<file path="src/rtl/imm_decode_unit_pkg.sv">
// Shared types for the immediate decode unit: immediate format enum,
// base-ISA opcode values and the output FIFO entry layout.
// Optional feature macro used by this slice: IMMGEN_RVC_EN (compressed decode).
package imm_pkg;

  // Widest supported immediate; FIFO entries always carry this many bits.
  localparam int IMM_MAX_W = 64;

  typedef enum logic [2:0] {
    IMM_NONE = 3'd0,
    IMM_I    = 3'd1,
    IMM_S    = 3'd2,
    IMM_B    = 3'd3,
    IMM_U    = 3'd4,
    IMM_J    = 3'd5,
    IMM_CI   = 3'd6,
    IMM_CJ   = 3'd7
  } imm_type_e;

  localparam logic [6:0] OPC_LOAD   = 7'b0000011;
  localparam logic [6:0] OPC_OP_IMM = 7'b0010011;
  localparam logic [6:0] OPC_AUIPC  = 7'b0010111;
  localparam logic [6:0] OPC_STORE  = 7'b0100011;
  localparam logic [6:0] OPC_OP     = 7'b0110011;
  localparam logic [6:0] OPC_LUI    = 7'b0110111;
  localparam logic [6:0] OPC_BRANCH = 7'b1100011;
  localparam logic [6:0] OPC_JALR   = 7'b1100111;
  localparam logic [6:0] OPC_JAL    = 7'b1101111;

  typedef struct packed {
    logic [IMM_MAX_W-1:0] imm;
    imm_type_e            imm_type;
    logic                 illegal;
  } imm_entry_t;

endpackage

</file>
<file path="src/rtl/imm_decode_unit_if.sv">
// Instruction-in / immediate-out handshake bundle of the decode unit.
// The producer/consumer side uses modport master, the unit uses slave.
interface imm_decode_unit_if #(
  parameter int XLEN = 32
) ();
  import imm_pkg::*;

  logic            in_valid_i;
  logic            in_ready_o;
  logic [31:0]     in_inst_i;
  logic            out_valid_o;
  logic            out_ready_i;
  logic [XLEN-1:0] out_imm_o;
  imm_type_e       out_type_o;
  logic            out_illegal_o;

  modport master (
    output in_valid_i, in_inst_i, out_ready_i,
    input  in_ready_o, out_valid_o, out_imm_o, out_type_o, out_illegal_o
  );

  modport slave (
    input  in_valid_i, in_inst_i, out_ready_i,
    output in_ready_o, out_valid_o, out_imm_o, out_type_o, out_illegal_o
  );
endinterface

</file>
<file path="src/rtl/imm_decode_unit_comb.sv">
// Pure combinational immediate decoder (module imm_decode_comb).
// Compressed encodings are decoded only when IMMGEN_RVC_EN is defined;
// otherwise every non-32-bit encoding is flagged illegal.
module imm_decode_comb
  import imm_pkg::*;
#(
  parameter int XLEN = 32
) (
  input  logic [31:0]     inst_i,
  output logic [XLEN-1:0] imm_o,
  output imm_type_e       imm_type_o,
  output logic            illegal_o
);

  // Select the immediate format from the opcode and sign-extend the field.
  always_comb begin
    imm_o      = '0;
    imm_type_o = IMM_NONE;
    illegal_o  = 1'b0;
    if (inst_i[1:0] == 2'b11) begin
      case (inst_i[6:0])
        OPC_OP_IMM, OPC_LOAD, OPC_JALR: begin
          imm_type_o = IMM_I;
          imm_o      = XLEN'(signed'(inst_i[31:20]));
        end
        OPC_STORE: begin
          imm_type_o = IMM_S;
          imm_o      = XLEN'(signed'({inst_i[31:25], inst_i[11:7]}));
        end
        OPC_BRANCH: begin
          imm_type_o = IMM_B;
          imm_o      = XLEN'(signed'({inst_i[31], inst_i[7], inst_i[30:25],
                                      inst_i[11:8], 1'b0}));
        end
        OPC_LUI, OPC_AUIPC: begin
          imm_type_o = IMM_U;
          imm_o      = XLEN'(signed'({inst_i[31:12], 12'h000}));
        end
        OPC_JAL: begin
          imm_type_o = IMM_J;
          imm_o      = XLEN'(signed'({inst_i[31], inst_i[19:12], inst_i[20],
                                      inst_i[30:21], 1'b0}));
        end
        OPC_OP: begin
          imm_type_o = IMM_NONE;
        end
        default: begin
          illegal_o = 1'b1;
        end
      endcase
    end else begin
`ifdef IMMGEN_RVC_EN
      // Quadrant 1: C.ADDI (000), C.LI (010), C.J (101).
      if (inst_i[1:0] == 2'b01 &&
          (inst_i[15:13] == 3'b000 || inst_i[15:13] == 3'b010)) begin
        imm_type_o = IMM_CI;
        imm_o      = XLEN'(signed'({inst_i[12], inst_i[6:2]}));
      end else if (inst_i[1:0] == 2'b01 && inst_i[15:13] == 3'b101) begin
        imm_type_o = IMM_CJ;
        imm_o      = XLEN'(signed'({inst_i[12], inst_i[8], inst_i[10:9],
                                    inst_i[6], inst_i[7], inst_i[2],
                                    inst_i[11], inst_i[5:3], 1'b0}));
      end else begin
        illegal_o = 1'b1;
      end
`else
      illegal_o = 1'b1;
`endif
    end
  end

endmodule

</file>
<file path="src/rtl/imm_decode_unit.sv">
// Immediate decode unit: combinational decode feeding a 2-entry output
// FIFO, plus a saturating count of accepted illegal instructions.
// Optional macro IMMGEN_RVC_EN enables compressed decode in imm_decode_comb.
module imm_decode_unit
  import imm_pkg::*;
#(
  parameter int XLEN  = 32,
  parameter int CNT_W = 16
) (
  input  logic             clk_i,
  input  logic             rst_ni,
  input  logic             flush_i,
  imm_decode_unit_if.slave bus,
  output logic [CNT_W-1:0] illegal_cnt_o
);

  if (!(XLEN == 32 || XLEN == 64)) begin : g_bad_xlen
    $error("imm_decode_unit: XLEN must be 32 or 64");
  end

  logic [XLEN-1:0]  dec_imm_s;
  imm_type_e        dec_type_s;
  logic             dec_illegal_s;
  imm_entry_t       entry_s;
  imm_entry_t       mem_r [2];
  logic [1:0]       count_r;
  logic             wr_ptr_r;
  logic             rd_ptr_r;
  logic             push_s;
  logic             pop_s;
  logic [CNT_W-1:0] illegal_cnt_r;

  imm_decode_comb #(.XLEN(XLEN)) u_dec (
    .inst_i     (bus.in_inst_i),
    .imm_o      (dec_imm_s),
    .imm_type_o (dec_type_s),
    .illegal_o  (dec_illegal_s)
  );

  // Pack the decode result into a FIFO entry (imm widened by sign).
  always_comb begin
    entry_s.imm      = IMM_MAX_W'(signed'(dec_imm_s));
    entry_s.imm_type = dec_type_s;
    entry_s.illegal  = dec_illegal_s;
  end

  // Ready/valid come only from the registered occupancy.
  assign bus.in_ready_o  = (count_r != 2'd2);
  assign bus.out_valid_o = (count_r != 2'd0);
  assign push_s          = bus.in_valid_i && bus.in_ready_o;
  assign pop_s           = bus.out_valid_o && bus.out_ready_i;

  assign bus.out_imm_o     = mem_r[rd_ptr_r].imm[XLEN-1:0];
  assign bus.out_type_o    = mem_r[rd_ptr_r].imm_type;
  assign bus.out_illegal_o = mem_r[rd_ptr_r].illegal;
  assign illegal_cnt_o     = illegal_cnt_r;

  // FIFO storage; contents need no reset since valid gates them.
  always_ff @(posedge clk_i) begin
    if (push_s) begin
      mem_r[wr_ptr_r] <= entry_s;
    end
  end

  // FIFO pointers and occupancy; flush wins over push/pop.
  always_ff @(posedge clk_i or negedge rst_ni) begin
    if (!rst_ni) begin
      count_r  <= 2'd0;
      wr_ptr_r <= 1'b0;
      rd_ptr_r <= 1'b0;
    end else if (flush_i) begin
      count_r  <= 2'd0;
      wr_ptr_r <= 1'b0;
      rd_ptr_r <= 1'b0;
    end else begin
      if (push_s) begin
        wr_ptr_r <= ~wr_ptr_r;
      end
      if (pop_s) begin
        rd_ptr_r <= ~rd_ptr_r;
      end
      case ({push_s, pop_s})
        2'b10:   count_r <= count_r + 2'd1;
        2'b01:   count_r <= count_r - 2'd1;
        default: count_r <= count_r;
      endcase
    end
  end

  // Saturating illegal-instruction counter; unaffected by flush.
  always_ff @(posedge clk_i or negedge rst_ni) begin
    if (!rst_ni) begin
      illegal_cnt_r <= '0;
    end else if (push_s && dec_illegal_s && (illegal_cnt_r != '1)) begin
      illegal_cnt_r <= illegal_cnt_r + CNT_W'(1);
    end else begin
      illegal_cnt_r <= illegal_cnt_r;
    end
  end

endmodule

</file>
<file path="src/flat_wrapper.sv">
// flat-port wrapper written by rule: the top's interface ports become plain ports
module imm_decode_unit_flat import imm_pkg::*;
#(
  parameter int XLEN  = 32,
  parameter int CNT_W = 16
)
  (clk_i, rst_ni, flush_i, illegal_cnt_o, bus_in_valid_i, bus_in_inst_i, bus_out_ready_i, bus_in_ready_o, bus_out_valid_o, bus_out_imm_o, bus_out_type_o, bus_out_illegal_o);
  imm_decode_unit_if #(.XLEN(XLEN)) bus_i ();
  input  logic clk_i;
  input  logic rst_ni;
  input  logic flush_i;
  output logic [CNT_W-1:0] illegal_cnt_o;
  input wire logic [$bits(bus_i.in_valid_i)-1:0] bus_in_valid_i;
  input wire logic [$bits(bus_i.in_inst_i)-1:0] bus_in_inst_i;
  input wire logic [$bits(bus_i.out_ready_i)-1:0] bus_out_ready_i;
  output wire logic [$bits(bus_i.in_ready_o)-1:0] bus_in_ready_o;
  output wire logic [$bits(bus_i.out_valid_o)-1:0] bus_out_valid_o;
  output wire logic [$bits(bus_i.out_imm_o)-1:0] bus_out_imm_o;
  output wire logic [$bits(bus_i.out_type_o)-1:0] bus_out_type_o;
  output wire logic [$bits(bus_i.out_illegal_o)-1:0] bus_out_illegal_o;
  assign bus_i.in_valid_i = bus_in_valid_i;
  assign bus_i.in_inst_i = bus_in_inst_i;
  assign bus_i.out_ready_i = bus_out_ready_i;
  assign bus_in_ready_o = bus_i.in_ready_o;
  assign bus_out_valid_o = bus_i.out_valid_o;
  assign bus_out_imm_o = bus_i.out_imm_o;
  assign bus_out_type_o = bus_i.out_type_o;
  assign bus_out_illegal_o = bus_i.out_illegal_o;
  imm_decode_unit #(.XLEN(XLEN), .CNT_W(CNT_W)) u_core (.clk_i(clk_i), .rst_ni(rst_ni), .flush_i(flush_i), .bus(bus_i), .illegal_cnt_o(illegal_cnt_o));
endmodule
</file>
<file path="config.mk">
export PLATFORM = sky130hd
export DESIGN_NAME = imm_decode_unit_flat
export DESIGN_NICKNAME = d
export VERILOG_FILES = /design/src/rtl/imm_decode_unit_pkg.sv /design/src/rtl/imm_decode_unit_if.sv /design/src/rtl/imm_decode_unit_comb.sv /design/src/rtl/imm_decode_unit.sv /design/src/flat_wrapper.sv
export SDC_FILE = /design/constraint.sdc
export NUM_CORES = 1
export LEC_CHECK = 0
export ABC_AREA = 1
export BUFFER_PORTS_ARGS = -buffer_cell sky130_fd_sc_hd__buf_4
export CAP_MARGIN = 20
export CORE_MARGIN = 2
export CORE_UTILIZATION = 55
export CTS_BUF_LIST = sky130_fd_sc_hd__clkbuf_8
export DETAILED_ROUTE_END_ITERATION = 16
export GPL_TIMING_DRIVEN = 1
export HOLD_SLACK_MARGIN = 0.12
export PLACE_DENSITY = 0.8
export SKIP_CTS_REPAIR_TIMING = 1
export SLEW_MARGIN = 25
export SYNTH_ARGS = -nofsm -noshare
export SYNTH_HDL_FRONTEND = slang
export SYNTH_SLANG_ARGS = --single-unit
</file>
<file path="constraint.sdc">
create_clock -name clk_i -period 5.4 [get_ports clk_i]
set_input_delay 0.81 -clock clk_i [delete_from_list [all_inputs] [get_ports clk_i]]
set_output_delay 0.81 -clock clk_i [all_outputs]
set_load 0.01 [all_outputs]
</file>
==> results.py, run 1 <==
metrics = {
    "die": {
        "core_sq_um": 7687,
        "die-area_sq_um": 8661,
        "initial_core_util": 0.5675,
        "rows": 32,
        "die_w_um": 93.07,
        "die_height_um": 93.07,
        "ios": 91,
    },
    "pwr": {
        "pwr-share-clk": 0.269,
        "pwr-share-comb": 0.193,
        "p_sw_uw": 469.2,
        "ir_drop_uv": 211.2,
        "swShare": 0.2932,
        "p_per_area_nw_per_um2": 299.2,
        "power.share.sequential": 0.538,
        "leakage_nw": 2.524,
        "totalPowerFinal_mw": 1.600,
        "internal-power_mw": 1.131,
    },
    "setup_path": {
        "cp_cell_sequence": "inv_2, nand2_1, nand2_1, buf_4",
        "crit_type": "reg -> out",
        "start_kind": "register",
        "r2r_cells": 7,
        "cp_slowest_cell": "inv_2",
        "worst_path_largest_cell_delay_ps": 480,
        "cp.required_ps": 4590,
        "crit_path_end_kind": "primary output",
        "crit_arrival_ps": 1630,
        "ff2ff_setup_slack_ps": 3630,
        "critPathMostFrequentCell": "nand2_1",
        "crit_family": "buffers and inverters",
        "crit_buf_inv": 2,
        "reg2reg_to": "u_core.illegal_cnt_o[7]",
        "r2r-start": "u_core.illegal_cnt_o[0]",
        "cp_max_fo": 37,
    },
    "place": {
        "dpl.cell_count": 657,
        "dp_slack_ps": 2802,
        "placed_area_sq_um": 5111,
        "gp_routability_congestion": 0.9130,
        "place_hpwl_mm": 6.628,
        "portBuffers": 90,
    },
    "flow_run": {
        "drv_cap": 0,
    },
    "synthesis": {
        "synth_nets": 516,
        "ys_warn_count": 0,
        "synth_cells": 478,
        "ys_seq_area_frac": 0.6103,
        "ys_ff_latch": 92,
        "avgSynthCellArea_sq_um": 9.127,
        "synth.distinct_cells": 29,
        "synth_area_sq_um": 4363,
    },
    "sta": {
        "fmax_mhz": 409.3,
        "rsz0062_at_grt": "no",
        "period_needed_ps": 2443,
        "finalSetupViolCount": 0,
        "worst_slew_pin_slew_ps": 698.3,
        "finalMaxSlewViolations": 0,
        "tns_ps": 0,
        "worst_clock_skew_ps": 9.422,
        "relSlewSlack": 0.5329,
        "hold_viol_final": 0,
        "finalCritPeriodShare": 0.4524,
        "whs_ps": 322.9,
        "fin_ws_ps": 2957,
    },
    "min_path": {
        "hold_class": "in -> async",
    },
    "routing": {
        "wl_met1_mm": 4.090,
        "ant_nets": 0,
        "highest_layer": "met4",
        "drt-initial-drc-count": 406,
        "drc": 0,
        "via_count": 3487,
        "drt_wl_total_mm": 9.573,
        "viasPerCell": 5.166,
        "met3_length_um": 729,
        "wl_met2_mm": 4.581,
        "avgRoutedWirePerCell_um": 14.18,
        "drtPass1Iterations": 5,
    },
    "clocking": {
        "cts_htree_levels": 3,
        "cts_buffer_depth": 2,
        "cts_made_buffers": 9,
        "clkTransAtPathRegs_ps": 100,
        "clk-insertion-delay-late_ps": 350,
        "cts_tree": "yes",
        "clock_sinks": 92,
        "cts_root_buffer": "clkbuf_8",
    },
    "final_layout": {
        "drive_above_1_share": 0.2182,
        "fill_cells": 577,
        "n_antenna_cell": 0,
        "finalInstanceArea_sq_um": 5349,
        "multiInputGateArea_sq_um": 1469,
        "final_common_cell": "nand2_1",
        "ff_latch_area_sq_um": 2663,
        "final_cell_mix": "nand2_1 (212), buf_4 (91), edfxtp_1 (72)",
        "fin_cells": 675,
        "area_growth_pct": 22.60,
        "final_util": 0.6958,
        "fin_nets": 606,
    },
    "global_routing": {
        "grt_pass1_vias": 3239,
        "track_usage": 0.2274,
        "overflow": 0,
        "grt_max_degree": 38,
        "grt_pass1_wl_mm": 15.28,
        "antenna_found_initial": 0,
    },
    "status": {
        "status": "finished, final reports clean",
    },
}
==> power by group through the flow <==
stage	Sequential (mW)	Clock, mW	Combinational [mW]
after global placement	0.871	0	0.294
final	0.861	0.431	0.308
after detailed placement	0.875	0	0.303
after CTS	0.860	0.437	0.303
after global routing	0.868	0.464	0.337
after floorplan	0.874	0	0.151
==> worst register-to-register path, stage by stage (launching register included) <==
cell     delay [ps]
dfrtp_1         490
ha_1            280
nand2_2         150
nor2_4          140
nand3_4         210
nand4_4         290
nand2_1          90
nand2_1          80
==> Yosys cell counts, drive strengths merged <==
cell | count | area share
buf | 7 | 0.012
edfxtp | 72 | 0.50
nand3 | 10 | 0.015
o21a | 1 | 0.0017
nor2 | 43 | 0.040
nor3 | 6 | 0.0095
o21ai | 19 | 0.022
clkbuf | 7 | 0.0060
o221ai | 1 | 0.0020
dfrtp | 20 | 0.11
nand4 | 19 | 0.031
ha | 1 | 0.0029
xnor2 | 4 | 0.0080
o22ai | 1 | 0.0014
nand2 | 217 | 0.19
inv | 45 | 0.039
a21oi | 1 | 0.0011
xor2 | 4 | 0.0080
==> sequential cells by signal, summed over array words and instances, names as in the netlist <==
name / flops
u_core.mem_r: 72
u_core.wr_ptr_r: 1
u_core.rd_ptr_r: 1
u_core.count_r: 2
u_core.illegal_cnt_o: 16
==> cell type report <==
type | count | share of cell area
flip-flops and latches | 92 | 0.4978
repair buffers | 93 | 0.1380
clock inverters | 7 | 0.01099
multi-input cells | 327 | 0.2746
well taps | 102 | 0.02386
clock buffers | 9 | 0.02316
inverters | 45 | 0.03158
==> worst max-delay path by stage <==
stage                startpoint                  endpoint  slack (ps)  depth (start not counted)
6_report        u_core.rd_ptr_r         bus_out_type_o[0]        2960                          4
5_1_grt         u_core.rd_ptr_r         bus_out_imm_o[11]        2820                          4
4_1_cts         u_core.rd_ptr_r         bus_out_type_o[0]        2970                          4
3_5_place_dp   bus_in_inst_i[4]  u_core.illegal_cnt_o[15]        2800                          8
3_3_place_gp   bus_in_inst_i[4]  u_core.illegal_cnt_o[14]        2890                          8
2_1_floorplan    bus_in_valid_i        u_core.mem_r[1][0]        2500                          2
==> kinds of logic (layout without fill, tap and decap cells) <==
family	count (synthesis)	in the layout	share of synthesized area
AND/OR/NAND/NOR	295	295	0.2862
XOR/XNOR	8	8	0.01606
buffers and inverters	59	154	0.05650
adder cells (fa/ha/maj)	1	1	0.002867
AO/OA/AOI/OAI	23	23	0.02810
flip-flops	92	92	0.6103
==> per-layer routing <==
layer / vias to the layer above / GRT usage
met4: 0 / 0.07721
met3: 16 / 0.02820
met5: - / 0
met1: 1601 / 0.3242
met2: 147 / 0.3659
li1: 1723 / -
No activity file was read; power rests on OpenSTA's default activity.
==> run 2: changes to the inputs <==
Settings changed: CORE_UTILIZATION 55 to 51, PLACE_DENSITY 0.8 to 0.78.
Clock period 5.4 ns to 2.06 ns, I/O delays scaled along.
==> run 2 against run 1 <==
  * Combinational power grew to 2.6 times the previous value
  * Worst hold slack lost 180 ps
  * Flip-flop and latch count is the same
  * First-iteration DRC count is 54% lower
  * Setup slack worse by 2800 ps
  * Die area increased by 7.5%
  * Design area hardly changed
  * Clock power is 130% higher
  * Critical path type unchanged
  * Critical endpoint is now bus_out_imm_o[30]
==> results.py, run 2 (synthesis results as in run 1) <==
metrics = {
    "routing": {
        "drtPass1Iterations": 5,
        "ant_nets": 0,
        "viasPerCell": 5.141,
        "avgRoutedWirePerCell_um": 13.99,
        "drt_wl_total_mm": 9.525,
        "via_count": 3501,
        "drt-initial-drc-count": 185,
        "drc": 0,
    },
    "final_layout": {
        "ff_latch_area_sq_um": 2663,
        "multiInputGateArea_sq_um": 1469,
        "largest_reg_flops": 72,
        "area_growth_pct": 22.51,
        "fin_nets": 610,
        "n_antenna_cell": 0,
        "final_cell_mix": "nand2_1 (212), buf_4 (94), edfxtp_1 (72)",
        "fill_cells": 676,
        "final_util": 0.6473,
        "final_common_cell": "nand2_1",
        "largest-register": "u_core.mem_r",
        "drive_above_1_share": 0.2170,
    },
    "sta": {
        "period_needed_ps": 1914,
        "tns_ps": 0,
        "whs_ps": 142.8,
        "finalMaxSlewViolations": 0,
        "fin_ws_ps": 146.2,
        "finalSetupViolCount": 0,
        "rsz0062_at_grt": "no",
        "worst_slew_pin_slew_ps": 645.7,
        "finalCritPeriodShare": 0.9290,
        "relSlewSlack": 0.5681,
        "fmax_mhz": 522.5,
        "worst_clock_skew_ps": 7.008,
        "hold_viol_final": 0,
    },
    "min_path": {
        "hold_class": "in -> reg",
        "hold_path_end": "u_core.wr_ptr_r",
        "hold_path_depth": 2,
        "min-delay-start": "flush_i",
    },
    "clocking": {
        "cts_tree": "yes",
        "cts_buffer_depth": 2,
        "cts_root_buffer": "clkbuf_8",
        "clkTransAtPathRegs_ps": 80,
        "cts_htree_levels": 3,
        "clock_sinks": 92,
        "cts_made_buffers": 9,
        "clk-insertion-delay-late_ps": 350,
    },
    "pwr": {
        "p_sw_mw": 1.145,
        "pwr-share-comb": 0.198,
        "totalPowerFinal_mw": 4.070,
        "pwr-share-clk": 0.249,
        "power.share.sequential": 0.553,
        "p_per_area_nw_per_um2": 761.5,
        "ir_drop_uv": 569.7,
        "swShare": 0.2812,
        "internal-power_mw": 2.926,
        "leakage_nw": 2.534,
    },
    "global_routing": {
        "overflow": 0,
        "track_usage": 0.2205,
        "grt_pass1_vias": 3381,
        "grt_pass1_wl_mm": 15.59,
        "grt_max_degree": 38,
        "antenna_found_initial": 0,
    },
    "setup_path": {
        "cp.required_ps": 1750,
        "ff2ff_setup_slack_ps": 290,
        "r2r_cells": 7,
        "reg2reg_to": "u_core.illegal_cnt_o[0]",
        "cp_max_fo": 37,
        "crit_arrival_ps": 1600,
        "crit_path_end_kind": "primary output",
        "start_kind": "register",
        "r2r-start": "u_core.illegal_cnt_o[0]",
        "crit_type": "reg -> out",
    },
    "die": {
        "ios": 91,
        "initial_core_util": 0.5283,
        "rows": 33,
        "die-area_sq_um": 9310,
        "die_w_um": 96.49,
        "die_height_um": 96.49,
        "core_sq_um": 8258,
    },
    "place": {
        "place_hpwl_mm": 6.687,
        "dp_slack_ps": 312.0,
        "portBuffers": 90,
        "gp_routability_congestion": 0.8839,
    },
    "status": {
        "status": "finished, final reports clean",
    },
    "flow_run": {
        "drv_cap": 0,
    },
}
## run 2: cell types whose count changed in the layout (fill, tap and decap cells not counted), moves of 2 or more
cell,before,now
buf_12,0,2
buf_4,91,94
buf_16,2,0
inv_8,2,0
clkinvlp_4,2,0
inv_6,2,0
clkinv_4,0,2
## run 2: power groups by stage
stage	Clock [mW]	Combinational (mW)	Sequential, mW
6_report	1.01	0.808	2.25
5_1_grt	1.10	0.904	2.27
4_1_cts	1.03	0.816	2.25
3_5_place_dp	0	0.813	2.29
3_3_place_gp	0	0.793	2.28
2_1_floorplan	0	0.398	2.29
## run 2: layout make-up
class | count | area share
flip-flops and latches | 92 | 0.4981
multi-input cells | 327 | 0.2748
repair buffers | 97 | 0.1414
inverters | 45 | 0.03160
well taps | 105 | 0.02458
clock buffers | 9 | 0.02317
clock inverters | 6 | 0.006320
## run 2: metrics by stage
step | area, sq um | instances
CTS | 5335 | 680
finish | 5345 | 681
global route | 5345 | 681
floorplan | 4368 | 478
detailed placement | 5177 | 665
global placement | 5177 | 665
## run 2: layer usage
layer	share of wire	routed length [um]	global-route usage	vias to the layer above
met3	0.065	623	0.03724	26
met4	0.027	259	0.09038	0
met5	0	0	0	-
met2	0.49	4625	0.3646	117
met1	0.42	4017	0.2908	1626
li1	-	-	-	1732
## run 2: critical path, cell delays in order (launching register included)
cell and delay [ps]:
dfrtp_1 400, inv_2 480, nand2_1 120, nand2_1 130, buf_4 130
## run 2: worst max-delay path by stage
stage / startpoint / to / slack (ps) / cells past startpoint
3_5_place_dp: u_core.illegal_cnt_o[0] / u_core.illegal_cnt_o[0] / 310 / 7
4_1_cts: u_core.rd_ptr_r / bus_out_imm_o[30] / 130 / 4
2_1_floorplan: u_core.count_r[0] / u_core.mem_r[1][0] / -2 / 4
5_1_grt: u_core.rd_ptr_r / bus_out_imm_o[30] / 40 / 4
3_3_place_gp: bus_in_inst_i[0] / u_core.mem_r[0][26] / 390 / 9
6_report: u_core.rd_ptr_r / bus_out_imm_o[30] / 150 / 4
